`src/rtl/ebi_decoder.sv`:
```
// ebi_decoder
//   Front end between the AT91 external bus interface and the peripheral
//   data-bus mux. The asynchronous EBI strobes are double-flopped, and the
//   address is decoded into one-hot peripheral chip selects. The register
//   offset and write data are latched, single-cycle read/write strobes are
//   generated, and nWAIT is held low so that every access is stretched by
//   WAIT_CYCLES wait states.
//
// Ports
//   CLK, nRESET      clock (rising edge), asynchronous active-low reset
//   nCS, nRD, nWE    EBI chip select / read / write strobes (async, active low)
//   A                EBI address: [AW-1:AW-3] device field, [AW-4:0] offset
//   DIN              EBI write data
//   CSUART0..3,
//   CSPIC, CSCONS    one-hot peripheral selects
//   nRW              0 = read cycle (mux drives the bus), 1 = write or idle
//   REG              latched register offset
//   WDATA            latched write data
//   RD_STB, WR_STB   single-cycle read side-effect / write pulses
//   nWAIT            EBI wait request, active low
module ebi_decoder #(
  parameter int BW          = 7,
  parameter int AW          = 6,
  parameter int WAIT_CYCLES = 2
) (
  input  logic          CLK,
  input  logic          nRESET,
  input  logic          nCS,
  input  logic          nRD,
  input  logic          nWE,
  input  logic [AW-1:0] A,
  input  logic [BW:0]   DIN,
  output logic          CSUART0,
  output logic          CSUART1,
  output logic          CSUART2,
  output logic          CSUART3,
  output logic          CSPIC,
  output logic          CSCONS,
  output logic          nRW,
  output logic [AW-4:0] REG,
  output logic [BW:0]   WDATA,
  output logic          RD_STB,
  output logic          WR_STB,
  output logic          nWAIT
);

  localparam int CW = (WAIT_CYCLES > 1) ? $clog2(WAIT_CYCLES) : 1;
  localparam logic [CW-1:0] LAST = CW'(WAIT_CYCLES - 1);

  typedef enum logic [1:0] {
    IDLE   = 2'd0,
    DECODE = 2'd1,
    ACCESS = 2'd2,
    HOLD   = 2'd3
  } state_t;

  // Two-flop synchronizers; bit 1 is the synchronized copy.
  logic [1:0] ncs_sync_q, nrd_sync_q, nwe_sync_q;
  logic       s_ncs, s_nrd, s_nwe;

  state_t        state_q, state_d;
  logic [CW-1:0] cnt_q, cnt_d, cnt_nxt;
  logic [5:0]    cs_q, cs_d, cs_dec;
  logic          nrw_q, nrw_d;
  logic [AW-4:0] reg_q, reg_d;
  logic [BW:0]   wdata_q, wdata_d;
  logic          rd_stb_q, rd_stb_d;
  logic          wr_stb_q, wr_stb_d;
  logic          nwait_q, nwait_d;
  logic          rd_q, rd_d;     // current access is a read
  logic          map_q, map_d;   // current access hits a mapped device
  logic          abort;

  always_ff @(posedge CLK or negedge nRESET) begin
    if (!nRESET) begin
      ncs_sync_q <= 2'b11;
      nrd_sync_q <= 2'b11;
      nwe_sync_q <= 2'b11;
    end else begin
      ncs_sync_q <= {ncs_sync_q[0], nCS};
      nrd_sync_q <= {nrd_sync_q[0], nRD};
      nwe_sync_q <= {nwe_sync_q[0], nWE};
    end
  end

  assign s_ncs = ncs_sync_q[1];
  assign s_nrd = nrd_sync_q[1];
  assign s_nwe = nwe_sync_q[1];

  // Bit order of cs: {CONS, PIC, UART3, UART2, UART1, UART0}.
  always_comb begin
    cs_dec = 6'b000000;
    case (A[AW-1:AW-3])
      3'b000:  cs_dec = 6'b000001;
      3'b001:  cs_dec = 6'b000010;
      3'b010:  cs_dec = 6'b000100;
      3'b011:  cs_dec = 6'b001000;
      3'b100:  cs_dec = 6'b010000;
      3'b101:  cs_dec = 6'b100000;
      default: cs_dec = 6'b000000;
    endcase
  end

  // The access ends when chip select or the strobe that started it goes away.
  assign abort   = s_ncs | (rd_q ? s_nrd : s_nwe);
  assign cnt_nxt = cnt_q + CW'(1);

  always_comb begin
    state_d  = state_q;
    cnt_d    = cnt_q;
    cs_d     = cs_q;
    nrw_d    = nrw_q;
    reg_d    = reg_q;
    wdata_d  = wdata_q;
    nwait_d  = nwait_q;
    rd_d     = rd_q;
    map_d    = map_q;
    rd_stb_d = 1'b0;
    wr_stb_d = 1'b0;
    case (state_q)
      IDLE: begin
        // Exactly one strobe must be active; both low is a protocol error.
        if (!s_ncs && (s_nrd != s_nwe)) begin
          state_d = DECODE;
          nwait_d = 1'b0;
          rd_d    = ~s_nrd;
        end
      end
      DECODE: begin
        if (abort) begin
          state_d = IDLE;
          cs_d    = 6'b000000;
          nrw_d   = 1'b1;
          nwait_d = 1'b1;
        end else begin
          state_d  = ACCESS;
          cnt_d    = '0;
          reg_d    = A[AW-4:0];
          if (!rd_q) wdata_d = DIN;
          nrw_d    = ~rd_q;
          cs_d     = cs_dec;
          map_d    = |cs_dec;
          wr_stb_d = ~rd_q & (|cs_dec);
          // With a single wait state the first ACCESS cycle is also the last.
          rd_stb_d = rd_q & (|cs_dec) & (WAIT_CYCLES == 1);
        end
      end
      ACCESS: begin
        if (abort) begin
          state_d = IDLE;
          cs_d    = 6'b000000;
          nrw_d   = 1'b1;
          nwait_d = 1'b1;
        end else if (cnt_q == LAST) begin
          state_d = HOLD;
          nwait_d = 1'b1;
        end else begin
          cnt_d    = cnt_nxt;
          rd_stb_d = rd_q & map_q & (cnt_nxt == LAST);
        end
      end
      HOLD: begin
        if (abort) begin
          state_d = IDLE;
          cs_d    = 6'b000000;
          nrw_d   = 1'b1;
        end
      end
      default: state_d = IDLE;
    endcase
  end

  always_ff @(posedge CLK or negedge nRESET) begin
    if (!nRESET) begin
      state_q  <= IDLE;
      cnt_q    <= '0;
      cs_q     <= 6'b000000;
      nrw_q    <= 1'b1;
      reg_q    <= '0;
      wdata_q  <= '0;
      rd_stb_q <= 1'b0;
      wr_stb_q <= 1'b0;
      nwait_q  <= 1'b1;
      rd_q     <= 1'b0;
      map_q    <= 1'b0;
    end else begin
      state_q  <= state_d;
      cnt_q    <= cnt_d;
      cs_q     <= cs_d;
      nrw_q    <= nrw_d;
      reg_q    <= reg_d;
      wdata_q  <= wdata_d;
      rd_stb_q <= rd_stb_d;
      wr_stb_q <= wr_stb_d;
      nwait_q  <= nwait_d;
      rd_q     <= rd_d;
      map_q    <= map_d;
    end
  end

  assign {CSCONS, CSPIC, CSUART3, CSUART2, CSUART1, CSUART0} = cs_q;
  assign nRW    = nrw_q;
  assign REG    = reg_q;
  assign WDATA  = wdata_q;
  assign RD_STB = rd_stb_q;
  assign WR_STB = wr_stb_q;
  assign nWAIT  = nwait_q;

endmodule

```
`config.mk`:
```
export PLATFORM = sky130hd
export DESIGN_NAME = ebi_decoder
export DESIGN_NICKNAME = d
export VERILOG_FILES = /design/src/rtl/ebi_decoder.sv
export SDC_FILE = /design/constraint.sdc
export NUM_CORES = 1
export LEC_CHECK = 0
export BUFFER_PORTS_ARGS = -buffer_cell sky130_fd_sc_hd__buf_4
export CORE_ASPECT_RATIO = 1.4
export CORE_MARGIN = 2
export CORE_UTILIZATION = 29
export CTS_CLUSTER_DIAMETER = 150
export DETAILED_ROUTE_END_ITERATION = 7
export SYNTH_ARGS = -nofsm -noshare
export SYNTH_HDL_FRONTEND = slang
export SYNTH_SLANG_ARGS = --single-unit
```
`constraint.sdc`:
```
create_clock -name CLK -period 1.5 [get_ports CLK]
set_input_delay 0.45 -clock CLK [delete_from_list [all_inputs] [get_ports CLK]]
set_output_delay 0.45 -clock CLK [all_outputs]
set_load 0.01 [all_outputs]
```
==> results of run 1 <==
==> sequential cells by signal (all words and copies together) (netlist names) <==
name        flops
state_q         2
cnt_q           1
map_q           1
cs_q            6
nWAIT           1
rd_q            1
WR_STB          1
nwe_sync_q      2
RD_STB          1
REG             3
WDATA           8
nrd_sync_q      2
nRW             1
ncs_sync_q      2
==> placed cells by master, fill, tap and decap left out, types with 2 or more instances in the layout <==
master	instances
buf_4	58
dfrtp_1	22
nand2_1	11
mux2_4	9
dfstp_2	8
clkbuf_8	7
mux2_2	4
inv_1	3
nor2_1	3
o31ai_2	3
inv_2	2
nand2_4	2
o21ai_1	2
a22o_1	2
nand2_2	2
o41ai_2	2
a21oi_1	2
ha_1	2
ha_4	2
buf_12	2
dfrtp_2	2
==> what timing repair did <==
item,in CTS,in global routing
gates resized for setup,7,25
setup endpoints to repair,14,23
pin swaps,4,9
setup buffers,3,4
==> worst paths after layout <==
| path | endpoint | depth (start not counted) |
|---|---|---|
| setup / recovery | cs_q[4] | 5 |
| hold / removal | cs_q[1] | 1 |
| setup reg to reg | cs_q[4] | 5 |
| hold reg to reg | ncs_sync_q[1] | 0 |
| max in group asynchronous | nwe_sync_q[1] | 1 |
| min in group CLK | nrd_sync_q[0] | 1 |
==> where the power goes <==
| part | internal, mW | switching [mW] |
|---|---|---|
| clock | 0.418 | 0.294 |
| combinational | 1.01 | 0.773 |
| sequential | 1.16 | 0.187 |
==> cells by family after synthesis <==
logic type               Yosys count  share of synthesized area
AO/OA/AOI/OAI                     18                    0.09965
XOR/XNOR                           1                   0.006285
AND/OR/NAND/NOR                   29                     0.1158
adder cells (fa/ha/maj)            5                    0.04488
buffers and inverters              8                    0.02873
multiplexers                      15                     0.1230
flip-flops                        32                     0.5817
==> area by class of cell <==
cell class	count	area (sq um)
Inverter	5	18.77
Timing Repair Buffer	60	475.5
Tap cell	62	77.57
Multi-Input combinational cell	68	701.9
Fill cell	424	2385
Sequential cell	32	813.3
Clock buffer	8	100.1
==> metrics by stage <==
step / cells / util / cell area (sq um) / setup TNS [ns] / hold WS (ns)
2_1_floorplan: 108 / - / 1419 / -1.120 / 0.1544
3_3_place_gp: 221 / 0.4141 / 1893 / -0.5588 / 0.3459
3_5_place_dp: 221 / 0.4141 / 1893 / -1.503 / 0.3509
4_1_cts: 232 / 0.4524 / 2068 / -0.9411 / 0.1045
5_1_grt: 235 / 0.4784 / 2187 / -1.777 / 0.1192
6_report: 235 / 0.4784 / 2187 / -0.7032 / 0.09014
==> worst reg2reg max path, stage by stage (launching register included) <==
cell      delay (ns)
dfrtp_1         0.39
mux2_4          0.33
buf_12          0.14
nor3_4          0.22
nand2b_4        0.11
o41ai_4         0.32
==> layer usage <==
metal | global-route usage | vias to the layer above | wire (um)
met2 | 0.2366 | 30 | 1927
met4 | 0.07273 | 0 | 85
met5 | 0 | - | 0
li1 | - | 501 | -
met3 | 0.03281 | 7 | 125
met1 | 0.1155 | 523 | 1076
==> synthesized netlist by cell type <==
master and number:
or2_2 2, dfrtp_1 24, a21o_1 1, nor2_4 1
buf_2 2, buf_6 1, a21oi_1 3, mux2_1 1
o21ai_0 3, a22o_1 2, nor3_1 2, o41ai_1 3
mux2_4 1, inv_1 5, nor2b_1 1, mux2i_1 1
or2_0 1, nor4b_4 1, nor2_1 3, a31oi_1 1
o31ai_1 3, nor3_2 1, nor3b_1 1, nand2_1 15
ha_1 5, nand2b_1 1, o31ai_4 1, dfstp_2 8
xnor2_1 1, mux2_2 12, o211ai_1 1
==> impl_metrics.ini, run 1 <==
[route]
firstDrtPassIters = 4
route.detailed.drc = 0
wl_per_cell_um = 13.68
ant_nets = 0
drt_iter0_drc = 32
drt-vias-per-instance = 4.515
wl_mm = 3.215
via_count = 1061

[floorplanning]
die_area_sq_mm = 0.005385
initial_core_util = 0.3049
io_pins = 40
die_x_um = 62.59
die_y_um = 86.03
core_area_sq_mm = 0.004572
num_rows = 29

[logic_synthesis]
synth-seq-cells = 32
yosysTopAreaCell = dfrtp_1
synthCells = 108
synth_cell_types = 31
synthesis.nets = 132
yosys-top-cells-area = dfrtp_1 43%, dfstp_2 15%, mux2_2 9.7%, ha_1 4.5%, nand2_1 4.0%
synth_top_area_share = 0.4309
synth_warnings = 0
avgSynthCellArea_sq_um = 12.91
synth-seq-area-share = 0.5817
syn_area_sq_mm = 0.001394

[setup_path]
cp-start-kind = flip-flop
required_ns = 1.67
worstPathMaxFanout = 4
crit_path_start = rd_q
worstSetupPathType = flip-flop to flip-flop
cp_top_family = flip-flops
crit_path_end_kind = flip-flop
path_cells = mux2_4, buf_12, nor3_4, nand2b_4, o41ai_4
path_buf_inv = 1
worstReg2RegStart = rd_q
slowest_delay_ns = 0.39
cp_slowest_cell = dfrtp_1
reg2reg_slack_ns = -0.13
cp_data_arrival_time_ns = 1.79

[global_routing]
grt_pass1_vias = 1127
grt_pass1_wl_mm = 5.064
grt_usage = 0.1232
grt_max_degree = 33
antenna_found_initial = 0
grt_overflow = 0

[clock_tree]
clockRootBuffer = clkbuf_8
cts_max_level = 2
postCtsHoldBufs = 0
cts_buffers = 5
clockBufferDepth = 2
cts.clk_slew.worst_paths_ns = 0.07
clock_sinks = 32
clk_latency_ns = 0.28
cts_tree = yes

[worst_hold_path]
min_path_type = primary input to asynchronous set/reset pin

[timing]
skew_ns = 0.009425
slew_headroom = 0.7371
worst_pin_slew_ns = 0.3944
post-route-period-util = 1.083
setup_ws_ns = -0.1252
drv_slew = 0
rsz0062_at_grt = yes
hold_violations = 0
clock.fmax_ghz = 0.6153
setup_viol = 13
fin_crit_ns = 1.625

[run_status]
violations = negative setup slack
status = finished with violations

[layout]
drive_above_1_share = 0.6647
syn2layout_area_growth_pct = 56.91
diodes = 0
layout.nets = 196

[power]
p_per_area_mw_per_mm2 = 1757
ir_drop_v = 0.0007790
total_power_mw = 3.844
leakagePower_nw = 1.049

[placement]
hpwl_mm = 2.336
io_buffers = 39
place_ws_ns = -0.2135
gp_congestion = 0.8545

[job]
maxCapViolations = 0
Power figures use the tool's default switching activity.
==> run 2, diff against run 1 <==
--- a/config.mk
+++ b/config.mk
@@ -5,6 +5,7 @@
 export SDC_FILE = /design/constraint.sdc
 export NUM_CORES = 1
 export LEC_CHECK = 0
+export ABC_AREA = 1
 export BUFFER_PORTS_ARGS = -buffer_cell sky130_fd_sc_hd__buf_4
 export CORE_ASPECT_RATIO = 1.4
 export CORE_MARGIN = 2
==> run 2 against run 1 <==
- the flow now finishes without violations
- global-route usage down 1.2 points
- final cell count up 15%
- synthesized cell count increased by 46%
- sequential share of layout area is 4.5 points higher
- utilization fell by 7.6 points
- worst hold slack gained 0.0057 ns
- combinational power fell by 21%
- die area up 3.9%
- sequential power barely moved
- critical path type is now flip-flop to output port
- critical endpoint is now nWAIT
- largest cell class unchanged
- largest power group unchanged
==> impl_metrics.ini, run 2 <==
[clock_tree]
cts_buffers = 5
cts_setup_buffers = 0
cts_max_level = 2
clock_sinks = 32
ctsResizeCount = 0
clk_latency_ns = 0.28
clockBufferDepth = 2
clockRootBuffer = clkbuf_8
postCtsHoldBufs = 0
cts.clk_slew.worst_paths_ns = 0.07
cts_tree = yes

[layout]
final_cell_mix = 54 x nand2_1, 42 x buf_4, 23 x dfrtp_1, 15 x inv_1, 14 x nand3_1
layout.nets = 229
fin_area_sq_mm = 0.001947
syn2layout_area_growth_pct = 34.14
fill_cells = 502
diodes = 0
final_core_util = 0.4021
largest_reg_flops = 8
final_common_cell = nand2_1
drive_above_1_share = 0.3592

[timing]
post-route-period-util = 0.9156
slew_headroom = 0.7352
skew_ns = 0.006690
clock.fmax_ghz = 0.7281
rsz0062_at_grt = yes
drv_slew = 0
setup_viol = 0
fin_crit_ns = 1.373
worst_pin_slew_ns = 0.3972
fin_tns_setup_ns = 0
hold_violations = 0

[floorplanning]
die_area_sq_mm = 0.005595
initial_core_util = 0.2997
die_y_um = 87.71
io_pins = 40
die_x_um = 63.79
core_area_sq_mm = 0.004842
num_rows = 30

[power]
p_per_area_mw_per_mm2 = 1840
leakagePower_nw = 1.024
ir_drop_v = 0.0005717

[logic_synthesis]
synth_top_area_share = 0.4138
synth_edf_count = 0
async_flop_share = 1.000
synthesis.nets = 182
synth-seq-cells = 32
synth_warnings = 0
yosysTopAreaCell = dfrtp_1
ys.flop_type = dfrtp_1
yosysMostFrequentCell = nand2_1
synth-seq-area-share = 0.5586
syn_area_sq_mm = 0.001451
synthTopCellsByCount = 54 x nand2_1, 24 x dfrtp_1, 15 x inv_1
synthCells = 158
synth_cell_types = 22
avgSynthCellArea_sq_um = 9.186
yosys-top-cells-area = dfrtp_1 41%, dfstp_2 14%, nand2_1 14%, nand3_1 4.8%, ha_1 4.3%

[setup_path]
crit_path_end_kind = output port
cp-start-kind = flip-flop
path_buf_inv = 1
cp_slowest_cell = dfstp_2
required_ns = 1.05
worstSetupPathType = flip-flop to output port
path_cells = buf_4
cp_data_arrival_time_ns = 0.92
worstPathMaxFanout = 2
cp_top_family = flip-flops
slowest_delay_ns = 0.53

[global_routing]
grt_usage = 0.1117
grt_max_degree = 33
grt_pass1_wl_mm = 4.754
antenna_found_initial = 0
grt_overflow = 0
grt_pass1_vias = 1093

[route]
route.detailed.drc = 0
drt-vias-per-instance = 4.267
via_count = 1152
firstDrtPassIters = 4
drt_iter0_drc = 39
ant_nets = 0
wl_mm = 2.823
wl_per_cell_um = 10.46

[placement]
io_buffers = 39
hpwl_mm = 2.090
place_area_sq_mm = 0.001831
gp_congestion = 0.7533

[job]
maxCapViolations = 0

[worst_hold_path]
min_path_type = primary input to asynchronous set/reset pin

[run_status]
status = finished, final reports clean
run 2: cell types whose count changed after synthesis, moves of 4 or more:
| cell | delta |
|---|---|
| inv_1 | +10 |
| mux2_2 | -12 |
| nand2_1 | +39 |
| nand2_2 | +4 |
| nand3_1 | +14 |
| nand4_1 | +4 |
run 2: routing by layer:
metal | vias to the layer above | wire length (um) | part of all wire | track usage
met5 | - | 0 | 0 | 0
met4 | 0 | 72 | 0.026 | 0.06522
met3 | 5 | 137 | 0.049 | 0.03342
met2 | 27 | 1492 | 0.53 | 0.1922
met1 | 529 | 1120 | 0.40 | 0.1212
li1 | 591 | - | - | -
run 2: metrics by stage:
step                      hold slack (ns)  worst slack [ns]  power, mW  instances
after global placement             0.3459           0.09753      2.789        262
after detailed placement           0.3476           0.08150      2.805        262
after floorplan                    0.1544            0.2310      2.228        158
after global routing               0.1158          -0.01041      3.885        270
final                             0.09580            0.1266      3.583        270
after CTS                         0.09971           0.05265      3.627        270
run 2: final timing paths:
path | startpoint | end | slack (ns) | depth (start not counted)
hold / removal | nRESET | WDATA[4] | 0.1 | 1
min in group CLK | nCS | ncs_sync_q[0] | 0.27 | 1
setup / recovery | nWAIT | nWAIT | 0.13 | 1
hold reg to reg | nrd_sync_q[0] | nrd_sync_q[1] | 0.36 | 0
setup reg to reg | state_q[1] | nWAIT | 0.15 | 9
max in group asynchronous | nRESET | nRW | 1.08 | 1
run 2: kinds of logic (layout without fill, tap and decap cells):
kind of cell               Yosys count  after routing  synth area share
and+or+nand+nor                     90             90            0.2922
DFF                                 32             32            0.5586
buffers and inverters               21             69           0.06379
AOI/OAI and AO/OA                   10             10           0.04224
adders and majority gates            5              5           0.04310
run 2: final cells by class:
type,instances,area (sq um),share of cell area
Clock buffer,6,72.57,0.03728
Clock inverter,2,35.03,0.01799
Inverter,19,78.83,0.04049
Multi-Input combinational cell,105,553.0,0.2841
Sequential cell,32,812.0,0.4171
Tap cell,64,80.08,0.04113
Timing Repair Buffer,42,315.3,0.1620
run 2: where the power goes:
group          total [mW]  internal (mW)  switching, mW
combinational        1.42          0.626          0.795
sequential           1.36           1.18          0.181
clock               0.802          0.492          0.309
==> run 3, diff against run 2 <==
==> constraint.sdc (replaced) <==
create_clock -name CLK -period 1.45 [get_ports CLK]
set_input_delay 0.435 -clock CLK [delete_from_list [all_inputs] [get_ports CLK]]
set_output_delay 0.435 -clock CLK [all_outputs]
set_load 0.01 [all_outputs]
==> run 3 against run 2 <==
- critical path depth unchanged
- global-route usage grew 0.65 points
- utilization fell by 0.10 points
- worst hold slack worse by 0.015 ns
- clock power shrank 20%
- largest power group unchanged
==> impl_metrics.ini, run 3 (same netlist as run 2, synthesis figures left out) <==
[route]
via_count = 1148
firstDrtPassIters = 4
route.detailed.drc = 0
drt-vias-per-instance = 4.221
ant_nets = 0
drt_iter0_drc = 13
wl_per_cell_um = 10.73
wl_mm = 2.918

[clock_tree]
cts_tree = yes
postCtsHoldBufs = 0
clk_latency_ns = 0.28
clockRootBuffer = clkbuf_8
cts_max_level = 2
cts_buffers = 5
cts.clk_slew.worst_paths_ns = 0.06
clock_sinks = 32
clockBufferDepth = 2

[global_routing]
grt_pass1_wl_mm = 4.995
grt_util_met2 = 0.2093
grt_overflow = 0
grt_pass1_vias = 1146
grt_max_degree = 33
grt_usage = 0.1182
grt.met3_usage = 0.03085
antenna_found_initial = 0
grt_busiest_layer = met2
grt_use_met1 = 0.1229

[layout]
multi_input_area_sq_um = 550.5
diodes = 0
final_common_cell = nand2_1
finalNonFillerCells = 272
seq_area_sq_um = 810.8
drive_above_1_share = 0.3510
final_cell_mix = 54 x nand2_1, 43 x buf_4, 24 x dfrtp_1, 15 x inv_1, 14 x nand3_1
fill_cells = 500
syn2layout_area_growth_pct = 33.79
layout.nets = 231
largest_reg_flops = 8

[setup_path]
worstSetupPathDepth = 1
path_buf_inv = 1
worstSetupPathType = flip-flop to output port
reg2reg_depth = 7
cp_top_family = flip-flops
slowest_delay_ns = 0.53
worstReg2RegStart = state_q[1]
path_cells = buf_4
cp_data_arrival_time_ns = 0.92
crit_path_start = nWAIT
worstPathMaxFanout = 2
required_ns = 1.02
crit_path_end_kind = output port
cp-start-kind = flip-flop
cp_slowest_cell = dfstp_2

[floorplanning]
die_area_sq_mm = 0.005595
die_x_um = 63.79
num_rows = 30
io_pins = 40
initial_core_util = 0.2997
die_y_um = 87.71
core_area_sq_mm = 0.004842

[timing]
fin_tns_setup_ns = 0
slew_headroom = 0.7352
drv_slew = 0
clock.fmax_ghz = 0.7372
rsz0062_at_grt = no
setup_viol = 0
fin_crit_ns = 1.356
hold_violations = 0
skew_ns = 0.004094
worst_pin_slew_ns = 0.3972
post-route-period-util = 0.9355

[power]
ir_drop_v = 0.0006282
p_per_area_mw_per_mm2 = 1844
leakagePower_nw = 1.028

[placement]
gp_congestion = 0.7405
dp.cells = 263
hpwl_mm = 2.195
io_buffers = 39

[job]
maxCapViolations = 0

[worst_hold_path]
min_path_type = primary input to asynchronous set/reset pin

[run_status]
status = finished, final reports clean
-- run 3: cell types whose count changed in the layout (fill, tap and decap cells not counted) --
cell,previous run,this run
ha_2,1,0
buf_4,42,43
inv_6,1,0
bufinv_16,1,0
inv_4,1,2
clkbuf_1,1,2
buf_12,0,1
dfrtp_2,1,0
dfrtp_1,23,24
ha_1,4,5
-- run 3: final timing paths --
check | to | slack (ns)
max | nWAIT | 0.09
min | state_q[0] | 0.08
max reg2reg | WDATA[1] | 0.12
min reg2reg | ncs_sync_q[1] | 0.36
max in group asynchronous | nwe_sync_q[1] | 1.04
min in group CLK | nrd_sync_q[0] | 0.26
-- run 3: through the flow --
stage / instance area [sq um] / setup WS (ns) / hold slack [ns] / util / power (mW)
after floorplan: 1451 / 0.1810 / 0.1394 / - / 2.305
after global placement: 1851 / 0.1263 / 0.3457 / 0.3822 / 2.924
after detailed placement: 1851 / 0.05169 / 0.3475 / 0.3822 / 2.950
after CTS: 1932 / 0.03040 / 0.09372 / 0.3990 / 3.618
after global routing: 1942 / 0.001314 / 0.1001 / 0.4010 / 3.912
final: 1942 / 0.09358 / 0.08084 / 0.4010 / 3.580
-- run 3: layer usage --
metal | vias up | part of all wire
li1 | 598 | -
met1 | 520 | 0.40
met2 | 24 | 0.53
met3 | 6 | 0.044
met4 | 0 | 0.025
met5 | - | 0
-- run 3: cell type report --
cell class	instances	area share
sequential	32	0.4175
inverter	19	0.03930
clock buffer	7	0.03930
tap	64	0.04124
clock inverter	1	0.002577
timing repair buffer	44	0.1765
multi-input combinational	105	0.2835
-- run 3: where the power goes --
| part | switching [mW] | internal (mW) |
|---|---|---|
| combinational | 0.847 | 0.689 |
| clock | 0.309 | 0.336 |
| sequential | 0.183 | 1.22 |
-- run 3: timing repair --
action                                  in CTS  in global routing
setup buffers                                0                  1
gates resized for setup                      0                  1
endpoints found under the setup margin       0                  5
